File: src/rtl/cfg_uart.sv
// cfg_uart: UART endpoint for the PID control FSM's command interface.
//   Receives 3-byte configuration frames on RX and presents them on cfg_data
//   with a frm_rdy/clr_rdy handshake. On strt_tx it sends a 16-bit response
//   on TX as two bytes, MSB byte first.
// Ports:
//   clk, rst_n      system clock, asynchronous active-low reset
//   RX              serial in (idle high, asynchronous to clk)
//   TX              serial out (idle high)
//   cfg_data[23:0]  last complete frame, byte0 in [23:16]
//   frm_rdy         an unconsumed frame is held in cfg_data
//   clr_rdy         one-cycle pulse that consumes the frame
//   strt_tx         one-cycle pulse that latches tx_data and starts sending
//   tx_data[15:0]   response word
//   tx_busy         transmitter active
//   frm_ovr         one-cycle pulse: frame completed while frm_rdy was high
module cfg_uart #(
  parameter int unsigned BAUD_DIV = 434,
  parameter int unsigned FRAME_TO = 20
) (
  input  logic        clk,
  input  logic        rst_n,
  input  logic        RX,
  output logic        TX,
  output logic [23:0] cfg_data,
  output logic        frm_rdy,
  input  logic        clr_rdy,
  input  logic        strt_tx,
  input  logic [15:0] tx_data,
  output logic        tx_busy,
  output logic        frm_ovr
);

  localparam int unsigned CW     = $clog2(BAUD_DIV);
  localparam int unsigned TO_CYC = FRAME_TO * BAUD_DIV;
  localparam int unsigned TW     = $clog2(TO_CYC + 1);
  localparam logic [CW-1:0] BIT_LAST  = CW'(BAUD_DIV - 1);
  localparam logic [CW-1:0] HALF_LAST = CW'(BAUD_DIV / 2 - 1);
  localparam logic [TW-1:0] TO_LAST   = TW'(TO_CYC - 1);

  typedef enum logic [1:0] {RX_IDLE, RX_START, RX_DATA, RX_STOP} rx_state_t;
  typedef enum logic [1:0] {TX_IDLE, TX_START, TX_DATA, TX_STOP} tx_state_t;

  // ---------------------------------------------------------------- RX path
  rx_state_t     rx_state, rx_next;
  logic          rx_meta, rx_sync;
  logic [CW-1:0] rx_cnt;
  logic [2:0]    rx_bit;
  logic [7:0]    rx_sh;
  logic          rearm_wait;
  logic          rx_tick, byte_ok, frame_err;

  assign rx_tick = (rx_cnt == '0);

  always_ff @(posedge clk or negedge rst_n) begin
    if (!rst_n) begin
      rx_meta <= 1'b1;
      rx_sync <= 1'b1;
    end else begin
      rx_meta <= RX;
      rx_sync <= rx_meta;
    end
  end

  always_ff @(posedge clk or negedge rst_n) begin
    if (!rst_n) rx_state <= RX_IDLE;
    else        rx_state <= rx_next;
  end

  always_comb begin
    rx_next   = rx_state;
    byte_ok   = 1'b0;
    frame_err = 1'b0;
    case (rx_state)
      RX_IDLE:  if (!rearm_wait && !rx_sync) rx_next = RX_START;
      RX_START: if (rx_tick) rx_next = rx_sync ? RX_IDLE : RX_DATA;
      RX_DATA:  if (rx_tick && rx_bit == 3'd7) rx_next = RX_STOP;
      RX_STOP: begin
        if (rx_tick) begin
          rx_next   = RX_IDLE;
          byte_ok   = rx_sync;
          frame_err = !rx_sync;
        end
      end
      default:  rx_next = RX_IDLE;
    endcase
  end

  always_ff @(posedge clk or negedge rst_n) begin
    if (!rst_n) begin
      rx_cnt     <= '0;
      rx_bit     <= '0;
      rx_sh      <= '0;
      rearm_wait <= 1'b0;
    end else begin
      // IDLE keeps the half-bit preload so START samples mid start bit
      if (rx_state == RX_IDLE) rx_cnt <= HALF_LAST;
      else if (rx_tick)        rx_cnt <= BIT_LAST;
      else                     rx_cnt <= rx_cnt - 1'b1;

      if (rx_state != RX_DATA) rx_bit <= '0;
      else if (rx_tick)        rx_bit <= rx_bit + 3'd1;

      if (rx_state == RX_DATA && rx_tick) rx_sh <= {rx_sync, rx_sh[7:1]};

      // after a framing error the line must return high before a new start
      if (frame_err)                               rearm_wait <= 1'b1;
      else if (rx_state == RX_IDLE && rx_sync)     rearm_wait <= 1'b0;
    end
  end

  // --------------------------------------------------------- frame assembly
  logic [1:0]    byte_cnt;
  logic [7:0]    b0, b1, b2;
  logic          frm_done;
  logic [TW-1:0] to_cnt;
  logic          to_arm, timeout;

  assign to_arm  = (byte_cnt != '0) && (rx_state == RX_IDLE);
  assign timeout = to_arm && (to_cnt == TO_LAST);

  always_ff @(posedge clk or negedge rst_n) begin
    if (!rst_n) begin
      byte_cnt <= '0;
      b0       <= '0;
      b1       <= '0;
      b2       <= '0;
      frm_done <= 1'b0;
      to_cnt   <= '0;
    end else begin
      frm_done <= byte_ok && (byte_cnt == 2'd2);

      if (!to_arm || timeout) to_cnt <= '0;
      else                    to_cnt <= to_cnt + 1'b1;

      if (frame_err || timeout) begin
        byte_cnt <= '0;
      end else if (byte_ok) begin
        case (byte_cnt)
          2'd0:    begin b0 <= rx_sh; byte_cnt <= 2'd1; end
          2'd1:    begin b1 <= rx_sh; byte_cnt <= 2'd2; end
          default: begin b2 <= rx_sh; byte_cnt <= 2'd0; end
        endcase
      end
    end
  end

  always_ff @(posedge clk or negedge rst_n) begin
    if (!rst_n) begin
      cfg_data <= '0;
      frm_rdy  <= 1'b0;
      frm_ovr  <= 1'b0;
    end else begin
      frm_ovr <= 1'b0;
      if (frm_done) begin
        // a new frame outranks a coincident clr_rdy
        cfg_data <= {b0, b1, b2};
        frm_rdy  <= 1'b1;
        frm_ovr  <= frm_rdy && !clr_rdy;
      end else if (clr_rdy) begin
        frm_rdy <= 1'b0;
      end
    end
  end

  // ---------------------------------------------------------------- TX path
  tx_state_t     tx_state, tx_next;
  logic [CW-1:0] tx_cnt;
  logic [2:0]    tx_bit;
  logic [7:0]    tx_sh, tx_lo;
  logic          tx_second;
  logic          tx_tick, tx_out;

  assign tx_tick = (tx_cnt == '0);
  assign tx_busy = (tx_state != TX_IDLE);

  always_ff @(posedge clk or negedge rst_n) begin
    if (!rst_n) tx_state <= TX_IDLE;
    else        tx_state <= tx_next;
  end

  always_comb begin
    tx_next = tx_state;
    tx_out  = TX;
    case (tx_state)
      TX_IDLE: begin
        if (strt_tx) begin
          tx_next = TX_START;
          tx_out  = 1'b0;
        end
      end
      TX_START: begin
        if (tx_tick) begin
          tx_next = TX_DATA;
          tx_out  = tx_sh[0];
        end
      end
      TX_DATA: begin
        if (tx_tick) begin
          if (tx_bit == 3'd7) begin
            tx_next = TX_STOP;
            tx_out  = 1'b1;
          end else begin
            tx_out  = tx_sh[1];
          end
        end
      end
      TX_STOP: begin
        if (tx_tick) begin
          tx_next = tx_second ? TX_IDLE : TX_START;
          tx_out  = tx_second;
        end
      end
      default: tx_next = TX_IDLE;
    endcase
  end

  always_ff @(posedge clk or negedge rst_n) begin
    if (!rst_n) begin
      TX        <= 1'b1;
      tx_cnt    <= '0;
      tx_bit    <= '0;
      tx_sh     <= '0;
      tx_lo     <= '0;
      tx_second <= 1'b0;
    end else begin
      TX <= tx_out;

      if (tx_state == TX_IDLE || tx_tick) tx_cnt <= BIT_LAST;
      else                                tx_cnt <= tx_cnt - 1'b1;

      if (tx_state != TX_DATA) tx_bit <= '0;
      else if (tx_tick)        tx_bit <= tx_bit + 3'd1;

      case (tx_state)
        TX_IDLE: begin
          if (strt_tx) begin
            tx_sh     <= tx_data[15:8];
            tx_lo     <= tx_data[7:0];
            tx_second <= 1'b0;
          end
        end
        TX_DATA: if (tx_tick) tx_sh <= {1'b0, tx_sh[7:1]};
        TX_STOP: begin
          if (tx_tick && !tx_second) begin
            tx_sh     <= tx_lo;
            tx_second <= 1'b1;
          end
        end
        default: ;
      endcase
    end
  end

endmodule

File: config.mk
export PLATFORM = sky130hd
export DESIGN_NAME = cfg_uart
export DESIGN_NICKNAME = d
export VERILOG_FILES = /design/src/rtl/cfg_uart.sv
export SDC_FILE = /design/constraint.sdc
export NUM_CORES = 1
export LEC_CHECK = 0
export CAP_MARGIN = 20
export CORE_MARGIN = 3
export CORE_UTILIZATION = 40
export DETAILED_ROUTE_END_ITERATION = 8
export PLACE_DENSITY = 0.6
export SLEW_MARGIN = 20
export SYNTH_ARGS = -nofsm -noshare
export SYNTH_HDL_FRONTEND = slang
export SYNTH_SLANG_ARGS = --single-unit
File: constraint.sdc
create_clock -name clk -period 3.05 [get_ports clk]
set_input_delay 0.61 -clock clk [delete_from_list [all_inputs] [get_ports clk]]
set_output_delay 0.61 -clock clk [all_outputs]
set_load 0.02 [all_outputs]
==> impl_metrics.yaml <==
run_status:
  status: "complete, no violations"
cells_and_area:
  fin_nets: 524
  n_antenna_cell: 0
  syn2layout_area_growth_pct: 23.1
  layout-drive-gt1-share: 0.248
worst_setup_path:
  crit_fanout: 5
  r2r_start: "rx_cnt[2]"
  worstSetupEndpoint: "tx_busy"
  regToRegEndpoint: "b0[6]"
  cp.arrival_ns: 1.95
  rr_worst_depth: 4
  start_kind: "register"
  critPathMaxStageDelay_ns: 0.63
  critPathKind: "reg -> out"
  worstPathCellList: "inv_1 > ha_1 > inv_1 > clkdlybuf4s50_1"
  rrSetupSlack_ns: 0.50
  endpoint_kind: "primary output"
  worst_path_most_repeated_cell: "inv_1"
  cp.required_ns: 2.44
  slowest_stage: "clkdlybuf4s50_1"
  crit_path_start: "tx_state[1]"
synthesis:
  async_flop_share: 1.00
  synth_top_family_by_area: "multiplexers"
  synth-compound-area-share: 0.0546
  ys.flop_type: "dfrtp_1"
  synthMuxAreaShare: 0.169
  ys_ff_latch: 124
  synth_nets: 466
  yosys.area_share.xor_xnor: 0.0356
  synthTopCellsByArea: "dfrtp_1, mux2_2, ha_1, nor2_1, nand2_1"
  yosys.area_share.simple: 0.115
  synth.most_common_cell: "dfrtp_1"
  yosysSeqAreaShare: 0.574
  synthCells: 433
  yosys-top-cells-count: "dfrtp_1, mux2_2, nor2_1"
  synth_area_mm2: 0.00541
  synthDistinctLibCells: 51
  yosysTopAreaCellShare: 0.560
  yosysTopAreaCell: "dfrtp_1"
  synth_fa_ha_area_frac: 0.0277
  avgSynthCellArea_um2: 12.5
  synth_warnings: 0
  synth_edf_count: 0
timing:
  final.period_utilization: 0.839
  hold_viol_final: 0
  fin_ws_ns: 0.490
  relSlewSlack: 0.289
  fmax_ghz: 0.391
  setup_violations: 0
  tightestPinTransition_ns: 1.07
  finalCriticalPeriod_ns: 2.56
  maxSlewViolCount: 0
  setup-tns-final_ns: 0
  rsz0062_at_grt: "false"
  fin_worst_skew_ns: 0.0102
power:
  p_total_mw: 3.62
  clockPowerShare: 0.528
  leakagePower_nw: 3.18
  p_switching_mw: 0.795
  internal_power_mw: 2.83
  peakVddDrop_mv: 0.472
  combPwrFrac: 0.017
  powerDensity_mw_per_mm2: 544
  p_seq_frac: 0.455
  netSwitchingFraction: 0.219
floorplan:
  die_h_um: 122
  die_area_mm2: 0.0150
  fp.dieW_um: 122
  start_util: 0.419
  core_mm2: 0.0129
  rows: 41
  ios: 49
route:
  drt_iter0_drc: 216
  wl_per_cell_um: 14.9
  wirelength_um: 10100
  vias: 3475
  drc: 0
  drtPass1Iterations: 4
  drt-vias-per-instance: 5.14
  final_antenna_net_count: 0
global_route:
  overflow: 0
  grt_max_degree: 90
  antenna_found_initial: 0
  grt_pass1_wl_um: 17200
  grt.total_usage: 0.148
  grt_pass1_vias: 3528
cts:
  htree_levels: 4
  cts_tree: "done"
  cts_resized: 0
  clock-sinks: 124
  clk_pin_slew_ns: 0.06
  clockBufferDepth: 2
  ctsHoldBuffers: 0
  cts-buffers-inserted: 17
  cts_setup_buffers: 0
  cts_root_buf: "clkbuf_16"
  worstSkewPairLatency_ns: 0.41
placement:
  gp_congestion: 0.774
  place_ws_ns: 0.510
  io_buffers: 48
  dpl.hpwl_um: 6720
job:
  drv_cap: 0
worst_hold_path:
  hp-class: "in -> async"
-- power groups by stage --
stage	Sequential [mW]	Combinational, mW	Clock [mW]
final	1.65	0.0619	1.91
after global routing	1.65	0.0714	2.06
after CTS	1.65	0.0654	1.97
after detailed placement	1.68	0.0647	0
after global placement	1.68	0.0645	0
after floorplan	1.68	0.00234	0
-- area by class of cell --
class	instances	area (um2)
inverter	16	60.1
clock buffer	18	439
clock inverter	14	135
timing repair buffer	53	528
multi-input combinational	279	2170
fill	1137	6270
tap	172	215
sequential	124	3110
-- critical path: cells and delay by family, from the launching register on --
| kind | cells | cell delay (ns) |
|---|---|---|
| buffers and inverters | 3 | 0.89 |
| adders and majority gates | 1 | 0.24 |
| DFF | 1 | 0.41 |
-- stage by stage --
step                hold slack [ns]  instance area [um2]  cells  utilization
finish                        0.154                 6660    676        0.515
global placement              0.346                 6080    644        0.471
global route                  0.158                 6660    676        0.515
detailed placement            0.347                 6080    644        0.471
floorplan                     0.314                 5410    433            -
CTS                           0.153                 6660    676        0.515
-- flip-flops by register name, summed over array words and instances, names as in the netlist, 2 cells and up, named ones only --
signal / count
b1: 8
tx_cnt: 9
byte_cnt: 2
tx_bit: 3
b2: 8
tx_state: 2
cfg_data: 24
b0: 8
rx_cnt: 9
tx_sh: 8
to_cnt: 14
tx_lo: 8
rx_sh: 8
rx_bit: 3
-- cells by family after synthesis --
logic type,count (synthesis)
adder cells (fa/ha/maj),12
XOR/XNOR,22
flip-flops,124
buffers and inverters,30
multiplexers,79
AND/OR/NAND/NOR,123
AO/OA/AOI/OAI,43
-- layer usage --
| metal | vias to the layer above | wire [um] | GRT usage |
|---|---|---|---|
| met2 | 81 | 4530 | 0.216 |
| met5 | - | 0 | 0 |
| met1 | 1731 | 4920 | 0.200 |
| li1 | 1651 | - | - |
| met4 | 0 | 140 | 0.0581 |
| met3 | 12 | 486 | 0.0553 |
-- worst min path at each step --
stage                 start   endpoint  slack [ns]  cells past startpoint
floorplan             rst_n  async pin        0.31                      0
global placement    rx_meta    rx_sync        0.35                      0
detailed placement  rx_meta    rx_sync        0.35                      0
CTS                   rst_n  to_cnt[7]        0.15                      1
global route          rst_n  to_cnt[5]        0.16                      1
finish                rst_n  to_cnt[7]        0.15                      1
-- cell usage in the layout (no fill, tap or decap), drive strengths merged, types with 4 or more instances in the layout --
cell type and instances:
nand3 7, a22oi 7, xor2 9, o21ai 9
nand4 6, clkdlybuf4s50 47, clkbuf 18, nor4 5
inv 20, nor3 16, xnor2 13, a21oi 9
nand2 33, mux2 75, nor2 38, clkinv 8
dfrtp 121, ha 12, mux2i 4, buf 6
Power figures use the tool's default switching activity.
